**config.mk**
```make
export PLATFORM = sky130hd
export DESIGN_NAME = keymatrix_ctrl
export DESIGN_NICKNAME = d
export VERILOG_FILES = /design/src/rtl/keymatrix_pkg.sv /design/src/rtl/keymatrix_rr_arb.sv /design/src/rtl/keymatrix_ctrl.sv
export SDC_FILE = /design/constraint.sdc
export NUM_CORES = 1
export LEC_CHECK = 0
export CAP_MARGIN = 20
export CORE_MARGIN = 4
export CORE_UTILIZATION = 45
export CTS_CLUSTER_DIAMETER = 120
export CTS_CLUSTER_SIZE = 40
export DETAILED_ROUTE_END_ITERATION = 12
export GPL_ROUTABILITY_DRIVEN = 0
export GPL_TIMING_DRIVEN = 0
export PLACE_DENSITY = 0.77
export SYNTH_ARGS = -nofsm -noshare
export SYNTH_HDL_FRONTEND = slang
export SYNTH_SLANG_ARGS = --single-unit
```
**constraint.sdc**
```tcl
create_clock -name clk_i -period 1.9 [get_ports clk_i]
set_clock_uncertainty 0.2 [all_clocks]
set_input_delay 0.19 -clock clk_i [delete_from_list [all_inputs] [get_ports clk_i]]
set_output_delay 0.19 -clock clk_i [all_outputs]
set_load 0.005 [all_outputs]
```
**src/rtl/keymatrix_pkg.sv**
```systemverilog
// Shared types and constants for the keyboard row-RAM controller.
package keymatrix_pkg;
   localparam int ROW_W = 3;
   localparam int COL_W = 3;
   localparam int DAT_W = 8;

   typedef enum logic [2:0] {
      IDLE,
      EV_RD,
      EV_MOD,
      EV_WR,
      H_RD,
      H_DONE,
      CLR_RUN
   } km_state_e;

   // Byte stored for a row in which every key is released.
   function automatic logic [DAT_W-1:0] released_byte(input logic pressed_level);
      return {DAT_W{~pressed_level}};
   endfunction
endpackage

```
**src/rtl/keymatrix_rr_arb.sv**
```systemverilog
// Two-requester round-robin arbiter (event vs host); the last-grant register moves only when adv_i
// takes a grant. Combinational grant, no added latency.
module keymatrix_rr_arb (
   input  logic clk_i,
   input  logic rst_n_i,
   input  logic ev_req_i,
   input  logic host_req_i,
   input  logic adv_i,
   output logic ev_gnt_o,
   output logic host_gnt_o
);
   logic last_ev_q;
   logic last_ev_d;

   always_comb begin
      ev_gnt_o   = ev_req_i & (~host_req_i | ~last_ev_q);
      host_gnt_o = host_req_i & (~ev_req_i | last_ev_q);
      last_ev_d  = last_ev_q;
      if (adv_i && (ev_gnt_o || host_gnt_o)) begin
         last_ev_d = ev_gnt_o;
      end
   end

   // Resets to "host granted last", so the event wins the first tie.
   always_ff @(posedge clk_i or negedge rst_n_i) begin
      if (!rst_n_i) begin
         last_ev_q <= 1'b0;
      end else begin
         last_ev_q <= last_ev_d;
      end
   end
endmodule

```
**src/rtl/keymatrix_ctrl.sv**
```systemverilog
// Row-RAM port sequencer: atomic key make/break RMWs, host reads/writes and a release-all sweep.
// Event 4 cycles (3 on duplicate), host write ack +1, read ack +2; backpressure via EV_READY / held HOST_REQ.
module keymatrix_ctrl
   import keymatrix_pkg::*;
#(
   parameter logic PRESSED_LEVEL = 1'b1
) (
   input  logic             clk_i,
   input  logic             rst_n_i,
   input  logic             ev_valid_i,
   output logic             ev_ready_o,
   input  logic [ROW_W-1:0] ev_row_i,
   input  logic [COL_W-1:0] ev_col_i,
   input  logic             ev_press_i,
   output logic             dup_ev_o,
   input  logic             host_req_i,
   input  logic             host_wr_i,
   input  logic [ROW_W-1:0] host_a_i,
   input  logic [DAT_W-1:0] host_di_i,
   output logic [DAT_W-1:0] host_do_o,
   output logic             host_ack_o,
   input  logic             clr_i,
   output logic             clr_busy_o,
   output logic [ROW_W-1:0] ram_a_o,
   output logic             ram_wr_o,
   output logic [DAT_W-1:0] ram_di_o,
   input  logic [DAT_W-1:0] ram_do_i
);
   km_state_e        state_q;
   logic [ROW_W-1:0] ram_a_q;
   logic             ram_wr_q;
   logic [DAT_W-1:0] ram_di_q;
   logic [DAT_W-1:0] host_do_q;
   logic             host_ack_q;
   logic             dup_ev_q;
   logic             clr_pend_q;
   logic [ROW_W-1:0] cnt_q;
   logic [COL_W-1:0] col_q;
   logic             press_q;
   logic             h_wr_q;

   logic             grant_en;
   logic             host_pend;
   logic             ev_gnt;
   logic             host_gnt;
   logic [DAT_W-1:0] new_byte;

   // The ack cycle overlaps IDLE; masking keeps a still-high HOST_REQ from being granted twice.
   assign host_pend = host_req_i & ~host_ack_q;
   assign grant_en  = (state_q == IDLE) & ~clr_pend_q;

   keymatrix_rr_arb u_arb (
      .clk_i     (clk_i),
      .rst_n_i   (rst_n_i),
      .ev_req_i  (ev_valid_i),
      .host_req_i(host_pend),
      .adv_i     (grant_en),
      .ev_gnt_o  (ev_gnt),
      .host_gnt_o(host_gnt)
   );

   always_comb begin
      new_byte        = ram_do_i;
      new_byte[col_q] = press_q ? PRESSED_LEVEL : ~PRESSED_LEVEL;
   end

   assign ev_ready_o = grant_en & ev_gnt & rst_n_i;
   assign dup_ev_o   = dup_ev_q;
   assign host_do_o  = host_do_q;
   assign host_ack_o = host_ack_q;
   assign clr_busy_o = clr_pend_q;
   assign ram_a_o    = ram_a_q;
   assign ram_wr_o   = ram_wr_q;
   assign ram_di_o   = ram_di_q;

   always_ff @(posedge clk_i or negedge rst_n_i) begin
      if (!rst_n_i) begin
         state_q    <= IDLE;
         ram_a_q    <= '0;
         ram_wr_q   <= 1'b0;
         ram_di_q   <= '0;
         host_do_q  <= '0;
         host_ack_q <= 1'b0;
         dup_ev_q   <= 1'b0;
         clr_pend_q <= 1'b0;
         cnt_q      <= '0;
         col_q      <= '0;
         press_q    <= 1'b0;
         h_wr_q     <= 1'b0;
      end else begin
         dup_ev_q   <= 1'b0;
         host_ack_q <= 1'b0;
         if (clr_i && state_q != CLR_RUN) begin
            clr_pend_q <= 1'b1;
         end
         case (state_q)
            IDLE: begin
               if (clr_pend_q) begin
                  state_q  <= CLR_RUN;
                  cnt_q    <= '0;
                  ram_a_q  <= '0;
                  ram_di_q <= released_byte(PRESSED_LEVEL);
                  ram_wr_q <= 1'b1;
               end else if (ev_gnt) begin
                  state_q <= EV_RD;
                  ram_a_q <= ev_row_i;
                  col_q   <= ev_col_i;
                  press_q <= ev_press_i;
               end else if (host_gnt) begin
                  ram_a_q <= host_a_i;
                  h_wr_q  <= host_wr_i;
                  if (host_wr_i) begin
                     ram_di_q <= host_di_i;
                     ram_wr_q <= 1'b1;
                     state_q  <= H_DONE;
                  end else begin
                     state_q <= H_RD;
                  end
               end
            end
            EV_RD: state_q <= EV_MOD;
            EV_MOD: begin
               if (new_byte == ram_do_i) begin
                  dup_ev_q <= 1'b1;
                  state_q  <= IDLE;
               end else begin
                  ram_di_q <= new_byte;
                  ram_wr_q <= 1'b1;
                  state_q  <= EV_WR;
               end
            end
            EV_WR: begin
               ram_wr_q <= 1'b0;
               state_q  <= IDLE;
            end
            H_RD: state_q <= H_DONE;
            // Read data arrives one cycle after the RAM samples the address, i.e. here.
            H_DONE: begin
               ram_wr_q   <= 1'b0;
               host_ack_q <= 1'b1;
               if (!h_wr_q) begin
                  host_do_q <= ram_do_i;
               end
               state_q <= IDLE;
            end
            CLR_RUN: begin
               cnt_q   <= cnt_q + 3'd1;
               ram_a_q <= cnt_q + 3'd1;
               if (cnt_q == 3'd7) begin
                  ram_wr_q   <= 1'b0;
                  clr_pend_q <= 1'b0;
                  state_q    <= IDLE;
               end
            end
            default: state_q <= IDLE;
         endcase
      end
   end
endmodule

```
## Word level (Yosys, flattened, before mapping)

Cells that the tools add are included.

| word-level totals | value |
|---|---|
| flip-flop bits (word level) | 35 |
| output and inout bits | 24 |
| input bits | 32 |

| operators by class | value |
|---|---|
| reduce and logical (&&, ||, !) cells | 17 |
| bitwise operators | 15 |
| eq/ne operators | 16 |
| order comparisons | 2 |
| multiplexer cells | 36 |
| add/subtract/negate cells | 1 |

Operator list:

| operator | number |
|---|---|
| 8-bit 2-to-1 mux | 5 |
| 3-bit 2-to-1 mux | 8 |
| 8-bit case mux with 2 select lines | 1 |
| 1-bit 2-to-1 mux | 15 |
| 3-bit case mux with 5 select lines | 1 |
| 3-bit equality test, second input constant | 4 |
| 3-bit != test, second input constant | 4 |
| 3-bit case mux with 2 select lines | 2 |
| 8-bit bitwise mux | 1 |
| 8-bit equality test | 1 |
| 2-bit AND reduction | 4 |
| 1-bit inverter | 7 |
| 1-bit AND | 6 |
| 3-bit by 2-bit equality test with 1-bit output, second input constant | 2 |
| 2-bit != test, second input constant | 3 |
| 6-bit AND reduction | 1 |
| 5-bit AND reduction | 1 |
| 3-bit by 4-bit < comparator with 1-bit output, second input constant | 1 |
| 4-bit != test, second input constant | 1 |
| 1-bit case mux with 4 select lines | 1 |
| 4-bit AND reduction | 1 |
| 2-bit nonzero test | 2 |
| 4-bit nonzero test | 1 |
| 3-bit by 1-bit adder with 3-bit output, second input constant | 1 |
| other kinds (10) | 13 |

## Logic depth before layout (Yosys ltp)

| depth | value |
|---|---|
| depth in word-level cells | 8 |
| mapped depth | 8 |
| mapped depth without buffers | 6 |

## Cells and area by module

From an unflattened synthesis, not the netlist that was laid out.

| second synthesis, totals | value |
|---|---|
| cell total of the unflattened synthesis | 208 |
| area total of the unflattened synthesis | 2077.0 µm² |

Modules (own cells, without submodules):

| module | area an instance (µm²) | cells an instance | times used | sequential area each (µm²) |
|---|---|---|---|---|
| keymatrix_ctrl | 2021.9 | 202 | 1 | 850.8 |
| keymatrix_rr_arb | 55.1 | 6 | 1 | 25.0 |

## Worst setup path after synthesis

No wires, ideal clock.

| path | value |
|---|---|
| path type | register -> register |
| start | register col_q[2] |
| end | register ram_di_q[0], in the netlist ram_di_o[0] |
| library setup time | 0.120 ns |
| data arrival time | 1.687 ns |
| setup slack | -0.106 ns |
| buffers on the path | 1 |
| stages on the path, launching flop included | 7 |
| cells stage by stage | dfrtp_1 -> nor4b_1 -> a2111oi_4 -> a21oi_4 -> buf_6 -> o21ai_1 -> a31o_1 |

| on the way | value |
|---|---|
| longest elaborated chain between the ends | 8 |
| elaborated cells between the ends (all ways) | 11 |
| classes of those cells | 2 x order compare; 2 x eq/ne; 5 x mux; 2 x reduce/logical |

RTL lines:

| what | RTL line | RTL |
|---|---|---|
| from (decl) | keymatrix_ctrl.sv:38 | `logic [COL_W-1:0] col_q;` |
| from (signal assigned) | keymatrix_ctrl.sv:107 | `col_q <= ev_col_i;` |
| 3-bit by 4-bit < comparator with 1-bit output (implied by the code) / 3-bit by 1-bit >= comparator with 1-bit output (equally long branches) | keymatrix_ctrl.sv:64 | `new_byte[col_q] = press_q ? PRESSED_LEVEL : ~PRESSED_LEVEL;` |
| 1-bit logical AND (implied by the code) | keymatrix_ctrl.sv:64 |  |
| 1-bit 2-to-1 mux | keymatrix_ctrl.sv:64 |  |
| 1-bit demux with 3-bit select * | keymatrix_ctrl.sv:64 |  |
| 8-bit bitwise mux * | keymatrix_ctrl.sv:64 |  |
| 8-bit equality test | keymatrix_ctrl.sv:123 | `if (new_byte == ram_do_i) begin` |
| 2-bit != test (no line) | -- |  |
| 5-bit AND reduction (no line) | -- |  |
| to (signal assigned) | keymatrix_ctrl.sv:102 | `ram_di_q <= released_byte(PRESSED_LEVEL);` |
| to (signal assigned) | keymatrix_ctrl.sv:113 | `ram_di_q <= host_di_i;` |
| to (signal assigned) | keymatrix_ctrl.sv:127 | `ram_di_q <= new_byte;` |
| to (decl) | keymatrix_ctrl.sv:32 | `logic [DAT_W-1:0] ram_di_q;` |

Every way passes the cells marked *; elsewhere a longest branch is shown, timed or not. The select of a mux whose other input is x is not followed.
A chain may end at the register's enable or synchronous reset.

## Final worst setup path

| path | value |
|---|---|
| start | register col_q[1] |
| end | register ram_di_q[6], in the netlist ram_di_o[6] |

Same word-level chain as after synthesis.

==> flow_metrics.env <==
export IMPL_timing_rr_end="ram_di_o[6]"
export IMPL_setup_viol=17
export IMPL_grt_start_max_net_pins=37
export IMPL_fin_util_pct=66.8
export IMPL_vias_per_cell=5.44
export IMPL_hold_viol=35
export IMPL_crit_type="flop to flop"
export IMPL_clkLatencyLatePin_ns=0.30
export IMPL_num_vias=1987
export IMPL_cp_data_required_time_ns=1.88
export IMPL_crit_buf_inv=2
export IMPL_fill_cells=387
export IMPL_period_share_pct=113
export IMPL_whs_ns=-0.226
export IMPL_worst_slack_ns=-0.242
export IMPL_path_cells="buf_6, mux4_2, o2bb2ai_4, a21oi_4, buf_6, o21ai_1, a31o_1"
export IMPL_port_buffers=55
export IMPL_critical_path_max_fanout=7
export IMPL_cp_slowest_cell="mux4_2"
export IMPL_yosysMostFrequentCell="dfrtp_1"
export IMPL_seq_area_um2=881
export IMPL_stdcell_area_mm2=0.00322
export IMPL_rows=25
export IMPL_cts_buffer_depth=2
export IMPL_antenna_found_initial=0
export IMPL_drc_errors=0
export IMPL_yosys_warnings=0
export IMPL_cts_tree="yes"
export IMPL_start_kind="flop"
export IMPL_multi_input_area_mm2=0.00137
export IMPL_syn_num_nets=262
export IMPL_ys_top_cells_by_area="dfrtp_1 (38%), mux2i_1 (8.3%), mux2_2 (6.9%)"
export IMPL_ios=56
export IMPL_arrival_ns=2.13
export IMPL_slew_viol_final=0
export IMPL_layout_min_cycle_time_ns=2.14
export IMPL_drt_iter0_drc=93
export IMPL_drv_cap=0
export IMPL_max_freq_mhz=467
export IMPL_syn_inst=228
export IMPL_r2r_start="col_q[1]"
export IMPL_place_area_mm2=0.00295
export IMPL_r2r_slack_ns=-0.24
export IMPL_antennaDiodeCount=0
export IMPL_cpMostUsedCell="buf_6"
export IMPL_syn_to_final_growth_pct=40.5
export IMPL_switching_share_pct=39.3
export IMPL_netlist_top_cell_by_area="dfrtp_1"
export IMPL_violations="hold timing, setup timing"
export IMPL_seqPwrFrac_pct=27.0
export IMPL_grt_pass1_wl_um=9690
export IMPL_grt_pass1_vias=1954
export IMPL_netSwitchingPower_uw=1830
export IMPL_wl_um=5820
export IMPL_cts_clk_slew_worst_paths_ns=0.07
export IMPL_start_util_pct=47.5
export IMPL_crit_family="compound AO/OA/AOI/OAI gates"
export IMPL_end_kind="flop"
export IMPL_die_w_um=79.3
export IMPL_crit_cells=7
export IMPL_drive_gt1_share_pct=25.8
export IMPL_wire_per_inst_um=15.9
export IMPL_async_flop_share_pct=100
export IMPL_synth_seq_cells=35
export IMPL_grt_use_total_pct=19.9
export IMPL_numClockSinks=35
export IMPL_grt_overflow_total=0
export IMPL_yosysTopAreaCellShare_pct=38.3
export IMPL_synth_edff_count=0
export IMPL_htreeDepth=2
export IMPL_avgSynthCellArea_um2=10.0
export IMPL_status="complete, but fails checks"
export IMPL_min_path_type="input pin to async pin"
export IMPL_die_height_um=79.3
export IMPL_hpwlAfterDp_um=3940
export IMPL_nets=332
export IMPL_worst_slew_pin_slew_ns=0.798
export IMPL_power_frac_comb_pct=61.1
export IMPL_synth_common_cells="dfrtp_1 (35), nand2_1 (23), mux2i_1 (19), mux2_2 (14), inv_1 (13)"
export IMPL_cpPeakStageDelay_ns=0.54
export IMPL_p_int_uw=2820
export IMPL_seq_area_frac_synth_pct=38.3
export IMPL_rsz0062_at_grt="yes"
export IMPL_die_area_mm2=0.00629
export IMPL_syn_area_mm2=0.00229
export IMPL_synth_cell_type_count=53
export IMPL_core_area_mm2=0.00482
export IMPL_drtPass1Iterations=4
export IMPL_synth_ff_type="dfrtp_1"
export IMPL_root_buffer="clkbuf_8"
export IMPL_p_per_area_mw_per_mm2=1450
export IMPL_p_leak_uw=0.00137
export IMPL_irDropWorstVdd_mv=0.746
export IMPL_power_frac_clock_pct=11.9
export IMPL_max_slew_margin_pct=46.8
export IMPL_reg2reg_depth=7
export IMPL_postRouteAntennaNets=0
export IMPL_cts_buffers=5
power by group through the flow:
stage	Combinational, uW	Sequential (uW)	Clock (uW)
2_1_floorplan	1690	1240	0
3_3_place_gp	2370	1270	0
3_5_place_dp	2440	1270	0
4_1_cts	2770	1250	569
5_1_grt	3100	1300	591
6_report	2840	1260	552
sequential cells by signal, indices dropped and copies added, names as in the netlist:
signal           cells
dup_ev_o             1
host_do_o            8
u_arb.last_ev_q      1
cnt_q                3
h_wr_q               1
ram_wr_o             1
clr_busy_o           1
ram_di_o             8
ram_a_o              3
host_ack_o           1
press_q              1
state_q              3
col_q                3
stage by stage:
stage               setup TNS (ns)  cells  hold slack (ns)  setup WS (ns)  total power, uW
global route                 -3.71    365           -0.150         -0.305             4990
finish                       -2.72    365           -0.226         -0.242             4650
global placement            -21.97    350            0.272          -1.07             3640
detailed placement           -8.73    350            0.125         -0.710             3700
floorplan                   -0.836    228           -0.306         -0.103             2930
CTS                          -2.74    365           -0.204         -0.241             4590
cell type report:
class	instances	area share, %
Timing Repair Buffer	63	18.9
Sequential cell	35	27.4
Clock buffer	6	2.57
Multi-Input combinational cell	164	42.6
Buffer	16	4.28
Inverter	13	1.52
Clock inverter	1	0.156
Tap cell	67	2.61
cell families after synthesis:
kind of cell | count (synthesis) | share of synthesized area (%)
buffers and inverters | 31 | 8.03
AOI/OAI and AO/OA | 52 | 17.3
DFF | 35 | 38.3
and+or+nand+nor | 71 | 17.8
adders and majority gates | 2 | 1.09
muxes | 36 | 17.2
xor gates and xnor gates | 1 | 0.383
placed cells by master (no fill, tap or decap), types with 4 or more instances in the layout:
master           count
a21oi_1              9
a31o_1               8
buf_4                9
buf_6                7
clkbuf_8             8
clkdlybuf4s50_1     53
dfrtp_1             31
dfrtp_2              4
inv_1               13
mux2_2              14
mux2i_1             19
nand2_1             23
nand3_1              5
nor2_1               5
o21ai_0              7
o21ai_1              5
or3_1               10
what timing repair did:
action                                  4_1_cts  5_1_grt
endpoints found under the setup margin       28       30
pin swaps                                    12        4
gates cloned                                  3        0
setup buffers                                 7        0
gates resized for setup                      27       11
endpoints found under the hold margin        35       35
metal layers:
layer  vias to the layer above  GRT usage, %  wire length, um
met5                         -             0                0
met3                         5          5.33              348
li1                        960             -                -
met4                         0          6.01               76
met2                        63          30.6             2700
met1                       959          27.2             2690
how the worst max path moves through the flow:
| stage | startpoint | end | slack, ns |
|---|---|---|---|
| 2_1_floorplan | col_q[1] | ram_di_o[0] | -0.10 |
| 3_3_place_gp | rst_n_i | ev_ready_o | -1.07 |
| 3_5_place_dp | host_req_i | ev_ready_o | -0.71 |
| 4_1_cts | state_q[2] | ev_ready_o | -0.24 |
| 5_1_grt | press_q | ram_di_o[7] | -0.31 |
| 6_report | col_q[1] | ram_di_o[6] | -0.24 |
Note: power is estimated with default switching activity, not from simulation.
